$ cat config.mk
export PLATFORM = sky130hd
export DESIGN_NAME = screen_scanout
export DESIGN_NICKNAME = d
export VERILOG_FILES = /design/src/rtl/screen_pkg.sv /design/src/rtl/video_timing_gen.sv /design/src/rtl/screen_scanout.sv
export SDC_FILE = /design/constraint.sdc
export NUM_CORES = 1
export LEC_CHECK = 0
export ABC_AREA = 0
export ABC_CLOCK_PERIOD_IN_PS = 2800
export BUFFER_PORTS_ARGS = -buffer_cell sky130_fd_sc_hd__buf_2
export CORE_UTILIZATION = 52
export CTS_CLUSTER_SIZE = 16
export DETAILED_ROUTE_END_ITERATION = 16
export PLACE_DENSITY = 0.76
export SLEW_MARGIN = 10
export SYNTH_ARGS = -nofsm -noshare
export SYNTH_HDL_FRONTEND = slang
export SYNTH_SLANG_ARGS = --single-unit
$ cat constraint.sdc
create_clock -name clk -period 2.8 [get_ports clk]
set_input_delay 0.42 -clock clk [delete_from_list [all_inputs] [get_ports clk]]
set_output_delay 0.42 -clock clk [all_outputs]
set_load 0.1 [all_outputs]
$ cat src/rtl/screen_pkg.sv
// Shared screen memory map and data widths, used by the scanout, data memory and CPU.
// Latency: n/a (constants and types only).
// Backpressure: n/a.
package screen_pkg;
    localparam int ADR_W          = 15;
    localparam int DATA_W         = 16;
    localparam int SCREEN_BASE    = 16384;
    localparam int SCREEN_WORDS   = 8192;
    localparam int WORDS_PER_LINE = 32;
    localparam int KBD_ADDR       = 24576;

    // Default raster geometry: 512x256 visible, 672 clks per line, 301 lines per frame.
    localparam int DEF_H_ACTIVE = 512;
    localparam int DEF_H_FP     = 16;
    localparam int DEF_H_SYNC   = 96;
    localparam int DEF_H_BP     = 48;
    localparam int DEF_V_ACTIVE = 256;
    localparam int DEF_V_FP     = 10;
    localparam int DEF_V_SYNC   = 2;
    localparam int DEF_V_BP     = 33;

    typedef logic [ADR_W-1:0]  adr_t;
    typedef logic [DATA_W-1:0] word_t;
endpackage

$ cat src/rtl/video_timing_gen.sv
// Raster h/v counters with registered hsync/vsync (active low), pix_active and frame_start.
// Latency: outputs are registered from the next counter state, so they line up with h_o/v_o.
// Backpressure: none; free-running, one pixel per clk.
// Ports: clk_i/rst_i (async active-high); h_o/v_o current position; pix_active_o, hsync_o, vsync_o, frame_start_o.
module video_timing_gen
    import screen_pkg::*;
#(
    parameter int H_ACTIVE = DEF_H_ACTIVE,
    parameter int H_FP     = DEF_H_FP,
    parameter int H_SYNC   = DEF_H_SYNC,
    parameter int H_BP     = DEF_H_BP,
    parameter int V_ACTIVE = DEF_V_ACTIVE,
    parameter int V_FP     = DEF_V_FP,
    parameter int V_SYNC   = DEF_V_SYNC,
    parameter int V_BP     = DEF_V_BP,
    parameter int HW       = $clog2(H_ACTIVE + H_FP + H_SYNC + H_BP),
    parameter int VW       = $clog2(V_ACTIVE + V_FP + V_SYNC + V_BP)
) (
    input  logic          clk_i,
    input  logic          rst_i,
    output logic [HW-1:0] h_o,
    output logic [VW-1:0] v_o,
    output logic          pix_active_o,
    output logic          hsync_o,
    output logic          vsync_o,
    output logic          frame_start_o
);
    localparam int H_TOTAL = H_ACTIVE + H_FP + H_SYNC + H_BP;
    localparam int V_TOTAL = V_ACTIVE + V_FP + V_SYNC + V_BP;

    logic [HW-1:0] h_q, h_d;
    logic [VW-1:0] v_q, v_d;
    logic          pix_active_q, hsync_q, vsync_q, frame_start_q;
    logic          h_wrap;

    always_comb begin
        h_wrap = (h_q == HW'(H_TOTAL - 1));
        h_d    = h_wrap ? '0 : h_q + HW'(1);
        v_d    = v_q;
        if (h_wrap) begin
            v_d = (v_q == VW'(V_TOTAL - 1)) ? '0 : v_q + VW'(1);
        end
    end

    // Reset two clocks short of the frame origin so the first visible pixel lands
    // exactly two clocks after reset release, with the line-0 prefetch in between.
    always_ff @(posedge clk_i or posedge rst_i) begin
        if (rst_i) begin
            h_q           <= HW'(H_TOTAL - 2);
            v_q           <= VW'(V_TOTAL - 1);
            pix_active_q  <= 1'b0;
            hsync_q       <= 1'b1;
            vsync_q       <= 1'b1;
            frame_start_q <= 1'b0;
        end else begin
            h_q           <= h_d;
            v_q           <= v_d;
            pix_active_q  <= (h_d < HW'(H_ACTIVE)) && (v_d < VW'(V_ACTIVE));
            hsync_q       <= !((h_d >= HW'(H_ACTIVE + H_FP)) &&
                               (h_d <  HW'(H_ACTIVE + H_FP + H_SYNC)));
            vsync_q       <= !((v_d >= VW'(V_ACTIVE + V_FP)) &&
                               (v_d <  VW'(V_ACTIVE + V_FP + V_SYNC)));
            frame_start_q <= (h_d == '0) && (v_d == '0);
        end
    end

    assign h_o           = h_q;
    assign v_o           = v_q;
    assign pix_active_o  = pix_active_q;
    assign hsync_o       = hsync_q;
    assign vsync_o       = vsync_q;
    assign frame_start_o = frame_start_q;
endmodule

$ cat src/rtl/screen_scanout.sv
// Walks the screen region in raster order and serialises each 16-bit word into 1-bit pixels (bit 0 leftmost, 1 = black).
// Latency: word w is requested two clks before its first pixel; the read port must return data one clk after mem_rd.
// Backpressure: none; there is no stall, the memory read port must keep up every cycle.
// Ports: clk/rst (async active-high); mem_adr/mem_rd/mem_data read port; pix_out, pix_active, hsync, vsync, frame_start.
module screen_scanout
    import screen_pkg::*;
#(
    parameter int H_ACTIVE = DEF_H_ACTIVE,
    parameter int H_FP     = DEF_H_FP,
    parameter int H_SYNC   = DEF_H_SYNC,
    parameter int H_BP     = DEF_H_BP,
    parameter int V_ACTIVE = DEF_V_ACTIVE,
    parameter int V_FP     = DEF_V_FP,
    parameter int V_SYNC   = DEF_V_SYNC,
    parameter int V_BP     = DEF_V_BP
) (
    input  logic              clk,
    input  logic              rst,
    output logic [ADR_W-1:0]  mem_adr,
    output logic              mem_rd,
    input  logic [DATA_W-1:0] mem_data,
    output logic              pix_out,
    output logic              pix_active,
    output logic              hsync,
    output logic              vsync,
    output logic              frame_start
);
    localparam int H_TOTAL = H_ACTIVE + H_FP + H_SYNC + H_BP;
    localparam int V_TOTAL = V_ACTIVE + V_FP + V_SYNC + V_BP;
    localparam int HW      = $clog2(H_TOTAL);
    localparam int VW      = $clog2(V_TOTAL);
    localparam int WORDS   = H_ACTIVE / 16;

    logic [HW-1:0]     h;
    logic [VW-1:0]     v;

    video_timing_gen #(
        .H_ACTIVE (H_ACTIVE), .H_FP (H_FP), .H_SYNC (H_SYNC), .H_BP (H_BP),
        .V_ACTIVE (V_ACTIVE), .V_FP (V_FP), .V_SYNC (V_SYNC), .V_BP (V_BP),
        .HW       (HW),       .VW   (VW)
    ) u_timing (
        .clk_i         (clk),
        .rst_i         (rst),
        .h_o           (h),
        .v_o           (v),
        .pix_active_o  (pix_active),
        .hsync_o       (hsync),
        .vsync_o       (vsync),
        .frame_start_o (frame_start)
    );

    logic              line_pre, mid_line, fetch_d;
    logic [VW-1:0]     y;
    logic [ADR_W-1:0]  w, mem_adr_d, mem_adr_q;
    logic              mem_rd_q;
    logic              load;
    logic [DATA_W-1:0] word_now, shift_d, shift_q;

    // Fetch decision is taken at h = 16w-2; the strobe is visible at 16w-1 and the
    // data at 16w, the exact cycle its first pixel is shown. Word 0 of the next line
    // is prefetched at h = H_TOTAL-2 so it arrives on the line wrap.
    always_comb begin
        line_pre  = (h == HW'(H_TOTAL - 2));
        mid_line  = (h[3:0] == 4'd14) && (h < HW'(H_ACTIVE - 2));
        y         = v;
        w         = ADR_W'(h[HW-1:4]) + ADR_W'(1);
        if (line_pre) begin
            y = (v == VW'(V_TOTAL - 1)) ? '0 : v + VW'(1);
            w = '0;
        end
        fetch_d   = (line_pre || mid_line) && (y < VW'(V_ACTIVE));
        mem_adr_d = ADR_W'(SCREEN_BASE) + ADR_W'(y) * ADR_W'(WORDS) + w;
    end

    // On a word boundary the freshly returned read data is displayed directly (the
    // memory's output register serves as the fetch buffer); its upper bits then
    // move into the shifter for the remaining 15 pixels of the word.
    always_comb begin
        load     = (h[3:0] == 4'd0) && (h < HW'(H_ACTIVE));
        word_now = load ? mem_data : shift_q;
        shift_d  = word_now >> 1;
    end

    always_ff @(posedge clk or posedge rst) begin
        if (rst) begin
            mem_rd_q  <= 1'b0;
            mem_adr_q <= ADR_W'(SCREEN_BASE);
            shift_q   <= '0;
        end else begin
            mem_rd_q  <= fetch_d;
            if (fetch_d) begin
                mem_adr_q <= mem_adr_d;
            end
            shift_q   <= shift_d;
        end
    end

    assign mem_rd  = mem_rd_q;
    assign mem_adr = mem_adr_q;
    assign pix_out = pix_active & word_now[0];
endmodule

**Word-level counts from Yosys, hierarchy flattened**

Cells that the tools add are included.

- Register bits: 54
- Bits in latches: 0
- Memory bits (writable): 0
- ROM bits: 0
- Input port bits: 18
- Output and inout bits: 21
- Logic and storage cells: 47
- Memories kept: 0

- Add/sub/neg operators: 5
- Multiply operators: 0
- Div/mod/pow operators: 0
- Magnitude comparators: 9
- Equality and inequality tests: 4
- Shift-type cells: 0
- Muxes and demuxes: 6
- Bitwise logic cells: 1
- Reduce and logical (&&, ||, !) cells: 13

Operators by type and width:

| operator | number |
|---|---|
| less-than comparator 10 bit, second input constant | 3 |
| less-than comparator 9 bit, second input constant | 3 |
| 2-to-1 mux 9 bit | 3 |
| == test 10 bit, second input constant | 2 |
| 2-to-1 mux 16 bit | 1 |
| adder 15 x 14 -> 15 bit, first input constant | 1 |
| adder 15 bit | 1 |
| adder 10 x 1 -> 10 bit, second input constant | 1 |
| >= comparator 10 bit, second input constant | 1 |
| logical NOT 10 bit | 1 |
| less-than comparator 10 x 9 -> 1 bit, second input constant | 1 |
| 2-to-1 mux 10 bit | 1 |
| adder 9 x 1 -> 9 bit, second input constant | 1 |
| == test 9 bit, second input constant | 1 |
| >= comparator 9 bit, second input constant | 1 |
| logical NOT 9 bit | 1 |
| adder 6 x 1 -> 7 bit, second input constant | 1 |
| logical AND 1 bit | 7 |
| 2-to-1 mux 7 bit | 1 |
| == test 4 bit, second input constant | 1 |
| logical NOT 4 bit | 1 |
| logical NOT 1 bit | 2 |
| AND 1 bit | 1 |
| logical OR 1 bit | 1 |

**Logic depth before layout (Yosys ltp)**

- Depth after elaboration: 6
- Gate-level depth with buffers: 13

**Cells and area by module**

From an unflattened synthesis, not the netlist that was laid out.

- Cell total of the unflattened synthesis: 308
- Area, all modules: 3118.0 µm²

Modules (own cells, without submodules):

| module | instances | cells an instance | area each (µm²) |
|---|---|---|---|
| screen_scanout | 1 | 170 | 1770.4 |
| video_timing_gen | 1 | 138 | 1347.5 |

**Least setup slack after synthesis**

Ideal clock, no wire load.

- Kind: flip-flop to output port
- Start point: reg u_timing.h_q[0], in the netlist u_timing.h_o[0]
- End point: out pix_out
- Arrival time: 2621 ps
- Data required time: 2380 ps
- Slack: -241 ps
- Cell stages (with the launch flop): 6
- Path through: dfrtp_1 -> inv_1 -> ha_1 -> nor4b_2 -> mux2i_1 -> nor2b_1

- Word-level cells in the longest chain between the ends: 4

RTL lines:

| item | line | text |
|---|---|---|
| from (decl) | video_timing_gen.sv:31 | `logic [HW-1:0] h_q, h_d;` |
| from (signal assigned) | video_timing_gen.sv:49 | `h_q <= HW'(H_TOTAL - 2);` |
| less-than comparator 10 bit / logical NOT 4 bit (equally long branches) | screen_scanout.sv:79 | `load = (h[3:0] == 4'd0) && (h < HW'(H_ACTIVE));` |
| logical AND 1 bit (*) | screen_scanout.sv:79 |  |
| 2-to-1 mux 16 bit (*) | screen_scanout.sv:80 | `word_now = load ? mem_data : shift_q;` |
| AND 1 bit (*) | screen_scanout.sv:100 | `assign pix_out = pix_active & word_now[0];` |
| to (decl) | screen_scanout.sv:22 | `output logic pix_out,` |

Every way passes the cells marked *; elsewhere a longest branch is shown, timed or not.

**Worst setup path in the final report**

- Start point: reg u_timing.v_q[0], in the netlist u_timing.v_o[0]
- End point: reg mem_adr_q[12], in the netlist mem_adr[12]

- Word-level cells in the longest chain between the ends: 5

RTL lines:

| item | line | text |
|---|---|---|
| from (decl) | video_timing_gen.sv:32 | `logic [VW-1:0] v_q, v_d;` |
| from (signal assigned) | video_timing_gen.sv:50 | `v_q <= VW'(V_TOTAL - 1);` |
| from (signal assigned) | video_timing_gen.sv:57 | `v_q <= v_d;` |
| adder 9 x 1 -> 9 bit / == test 9 bit (equally long branches) | screen_scanout.sv:68 | `y = (v == VW'(V_TOTAL - 1)) ? '0 : v + VW'(1);` |
| 2-to-1 mux 9 bit | screen_scanout.sv:68 |  |
| 2-to-1 mux 9 bit (*) | screen_scanout.sv:67 | `if (line_pre) begin` |
| adder 15 x 14 -> 15 bit / less-than comparator 9 bit (equally long branches) | screen_scanout.sv:72, screen_scanout.sv:71 |  |
| adder 15 bit / logical AND 1 bit (equally long branches) | screen_scanout.sv:72, screen_scanout.sv:71 |  |
| to (signal assigned) | screen_scanout.sv:87 | `mem_adr_q <= ADR_W'(SCREEN_BASE);` |
| to (signal assigned) | screen_scanout.sv:92 | `mem_adr_q <= mem_adr_d;` |
| to (decl) | screen_scanout.sv:54 | `logic [ADR_W-1:0] w, mem_adr_d, mem_adr_q;` |

Marked as above.
A chain may end at the register's enable or synchronous reset.

==> flow_summary_export.csv <==
group,metric,value,unit
clock_network,cts_max_path_buffers,2,
finish,stdcell_count,432,
timing,fin_tns_setup,0,ns
finish,post-route-util,63.8,%
timing,period_minus_slack,2.62,ns
pwr,power.total,1.31,mW
timing,worst_pin_slew,0.527,ns
yosys,syn_nets,331,
yosys,syn_inst,303,
yosys,synth_edf_count,0,
timing,hold_viol_final,0,
route,ant_nets,0,
yosys,synth_flop_cell,"dfrtp_1",
global_route,grt_pass1_vias,2472,
yosys,syn_area,3010,um2
timing,period_share,93.5,%
route,finalWirelength,6700,um
yosys,synth.distinct_cells,59,
clock_network,cts_buffers,5,
route,top_layer,"met4",
worst_hold_path,hold_path_class,"input port to asynchronous set/reset pin",
placement,dp_hpwl,4970,um
critical_path,path_class,"flip-flop to flip-flop",
route,drt_iter0_markers,169,
clock_network,htree_levels,2,
clock_network,cts_tree,"yes",
yosys,yosysTopAreaCell,"dfrtp_1",
global_route,grt_usage,24.3,%
critical_path,reg2reg_depth,12,
finish,drive_above_1_share,32.2,%
yosys,yosysMostFrequentCell,"dfrtp_1",
die,die_h,78.1,um
die,die_w,78.1,um
placement,place.port_buffers,38,
die,die_area,6090,um2
die,initial_core_util,54.3,%
pwr,power_leakage,1.58,nW
die,num_rows,27,
die,io_pins,39,
pwr,powerDensity,370,nW/um2
finish,antenna_cells,0,
global_route,grt_pass1_wl,11600,um
pwr,ir_drop,309,uV
route,dr.pass1.iters,5,
timing,finClkSkew,0.00596,ns
critical_path,required,3.00,ns
route,vias,2503,
finish,syn2layout_area_growth,17.4,%
timing,maxSlewViolCount,0,
clock_network,cts.sinks,54,
route,wl_met3,357,um
clock_network,root_buffer,"clkbuf_8",
job,cap_violations,0,
yosys,synth_area_per_cell,9.93,um2
critical_path,rr_startpoint,"u_timing.v_o[0]",
clock_network,clk_latency,0.31,ns
route,wl_met2,3220,um
route,wl_per_cell,15.5,um
placement,place.gp.congestion,0.945,
yosys,ys_top_cells_by_count,"dfrtp_1, nand2_1, o21ai_0",
timing,clock.fmax,0.382,GHz
global_route,overflow,0,
yosys,yosys_register_bits,54,
timing,setup_viol,0,
yosys,yosys_warnings,0,
critical_path,ff2ff_setup_slack,0.18,ns
critical_path,r2r_end,"mem_adr[12]",
global_route,antenna_found_initial,0,
placement,post-place-ws,0.103,ns
critical_path,critPathLaunchType,"flip-flop",
finish,fill_cells,466,
route,drcViolationCount,0,
clock_network,cts.reportedPaths.clkPinSlew,0.11,ns
critical_path,path_max_fanout,6,
yosys,async_reset_ff_share,100,%
yosys,synth_top_cells_by_area,"dfrtp_1, dfstp_2, mux2_2",
global_route,grt_start_max_net_pins,36,
die,design.core.area,5540,um2
finish,fin_nets,387,
timing,setup_ws,0.183,ns
timing,max_slew_margin,64.4,%
run_status,outcome,"completed",
placement,dp.cells,420,
yosys,yosysSeqAreaShare,45.4,%
route,wl_met1,2990,um
yosys,synth_top_area_share,34.1,%
route,viasPerCell,5.79,
critical_path,endpoint_kind,"flip-flop",
critical_path,arrival,2.81,ns
[flip-flops by register name, indices dropped and copies added, names as in the netlist]
register / flops
u_timing.hsync_o: 1
u_timing.frame_start_o: 1
u_timing.h_o: 10
shift_q: 15
u_timing.vsync_o: 1
u_timing.v_o: 9
mem_adr: 15
mem_rd: 1
u_timing.pix_active_o: 1
[cells by family after synthesis]
| logic type | Yosys count | synth area share (%) |
|---|---|---|
| buffers and inverters | 29 | 4.37 |
| AOI/OAI and AO/OA | 64 | 13.7 |
| DFF | 54 | 45.4 |
| and+or+nand+nor | 113 | 21.2 |
| adders and majority gates | 10 | 4.41 |
| muxes | 17 | 6.24 |
| xor gates and xnor gates | 16 | 4.66 |
[placed cells by master (no fill, tap or decap), types with 3 or more instances in the layout]
| master | n |
|---|---|
| dfrtp_1 | 41 |
| buf_2 | 38 |
| nand2_1 | 32 |
| buf_4 | 26 |
| o21ai_0 | 22 |
| nor2_1 | 15 |
| nand3_1 | 14 |
| mux2_2 | 14 |
| dfstp_2 | 13 |
| inv_1 | 11 |
| a21oi_1 | 10 |
| xnor2_1 | 10 |
| ha_1 | 8 |
| and3_1 | 7 |
| nand4_1 | 7 |
| o31ai_1 | 7 |
| or3_1 | 6 |
| nor3_1 | 6 |
| xor2_1 | 6 |
| a31oi_1 | 5 |
| clkbuf_8 | 5 |
| nand4b_1 | 3 |
| mux2i_1 | 3 |
| o311ai_0 | 3 |
[per-layer routing]
metal	up-vias	track usage, %
li1	1208	-
met1	1203	32.8
met2	80	39.5
met3	12	4.07
met4	0	8.89
met5	-	0
[how the worst max path moves through the flow]
stage / endpoint / cells past startpoint / slack, ns / start
after floorplan: mem_adr[12] / 12 / 0.11 / u_timing.h_o[4]
after global placement: mem_adr[12] / 12 / 0.19 / u_timing.v_o[0]
after detailed placement: mem_adr[12] / 12 / 0.10 / u_timing.v_o[0]
after CTS: mem_adr[12] / 12 / 0.1 / u_timing.v_o[0]
after global routing: mem_adr[12] / 12 / -0.01 / u_timing.v_o[0]
final: mem_adr[12] / 12 / 0.18 / u_timing.v_o[0]
[report_power, final]
part	switching [mW]	internal [mW]	total, mW
logic	0.0263	0.0195	0.0458
clock network	0.282	0.186	0.468
registers	0.00275	0.791	0.794
total	0.311	0.997	1.31
[stage by stage]
| stage | hold slack (ns) | instance area (um2) |
|---|---|---|
| 2_1_floorplan | 0.456 | 3010 |
| 3_3_place_gp | 0.443 | 3390 |
| 3_5_place_dp | 0.449 | 3390 |
| 4_1_cts | 0.0985 | 3490 |
| 5_1_grt | 0.114 | 3530 |
| 6_report | 0.0870 | 3530 |
[layout make-up]
type	instances	area [um2]	share of cell area (%)
clock buffer	5	68.8	1.95
multi-input combinational	220	1520	43.1
inverter	13	48.8	1.38
tap	72	90.1	2.55
sequential	54	1370	38.7
clock inverter	3	28.8	0.815
timing repair buffer	65	405	11.5
[worst max-delay path: stages (launching register included)]
cell and delay [ns]:
dfrtp_1 0.40, inv_1 0.10, ha_1 0.15, nand4bb_1 0.16, or2_4 0.32, nand2_1 0.09, o21ai_0 0.11, ha_1 0.30
a21oi_1 0.05, a311oi_1 0.28, and3_1 0.27, o2111ai_1 0.11, nor3b_1 0.15
[what timing repair did]
item | in CTS | in global routing
resized for setup | 0 | 3
buffers inserted | 0 | 4
hold buffers | 0 | 0
setup endpoints to repair | 0 | 3
hold endpoints to repair | 0 | 0
Power figures use the tool's default switching activity.
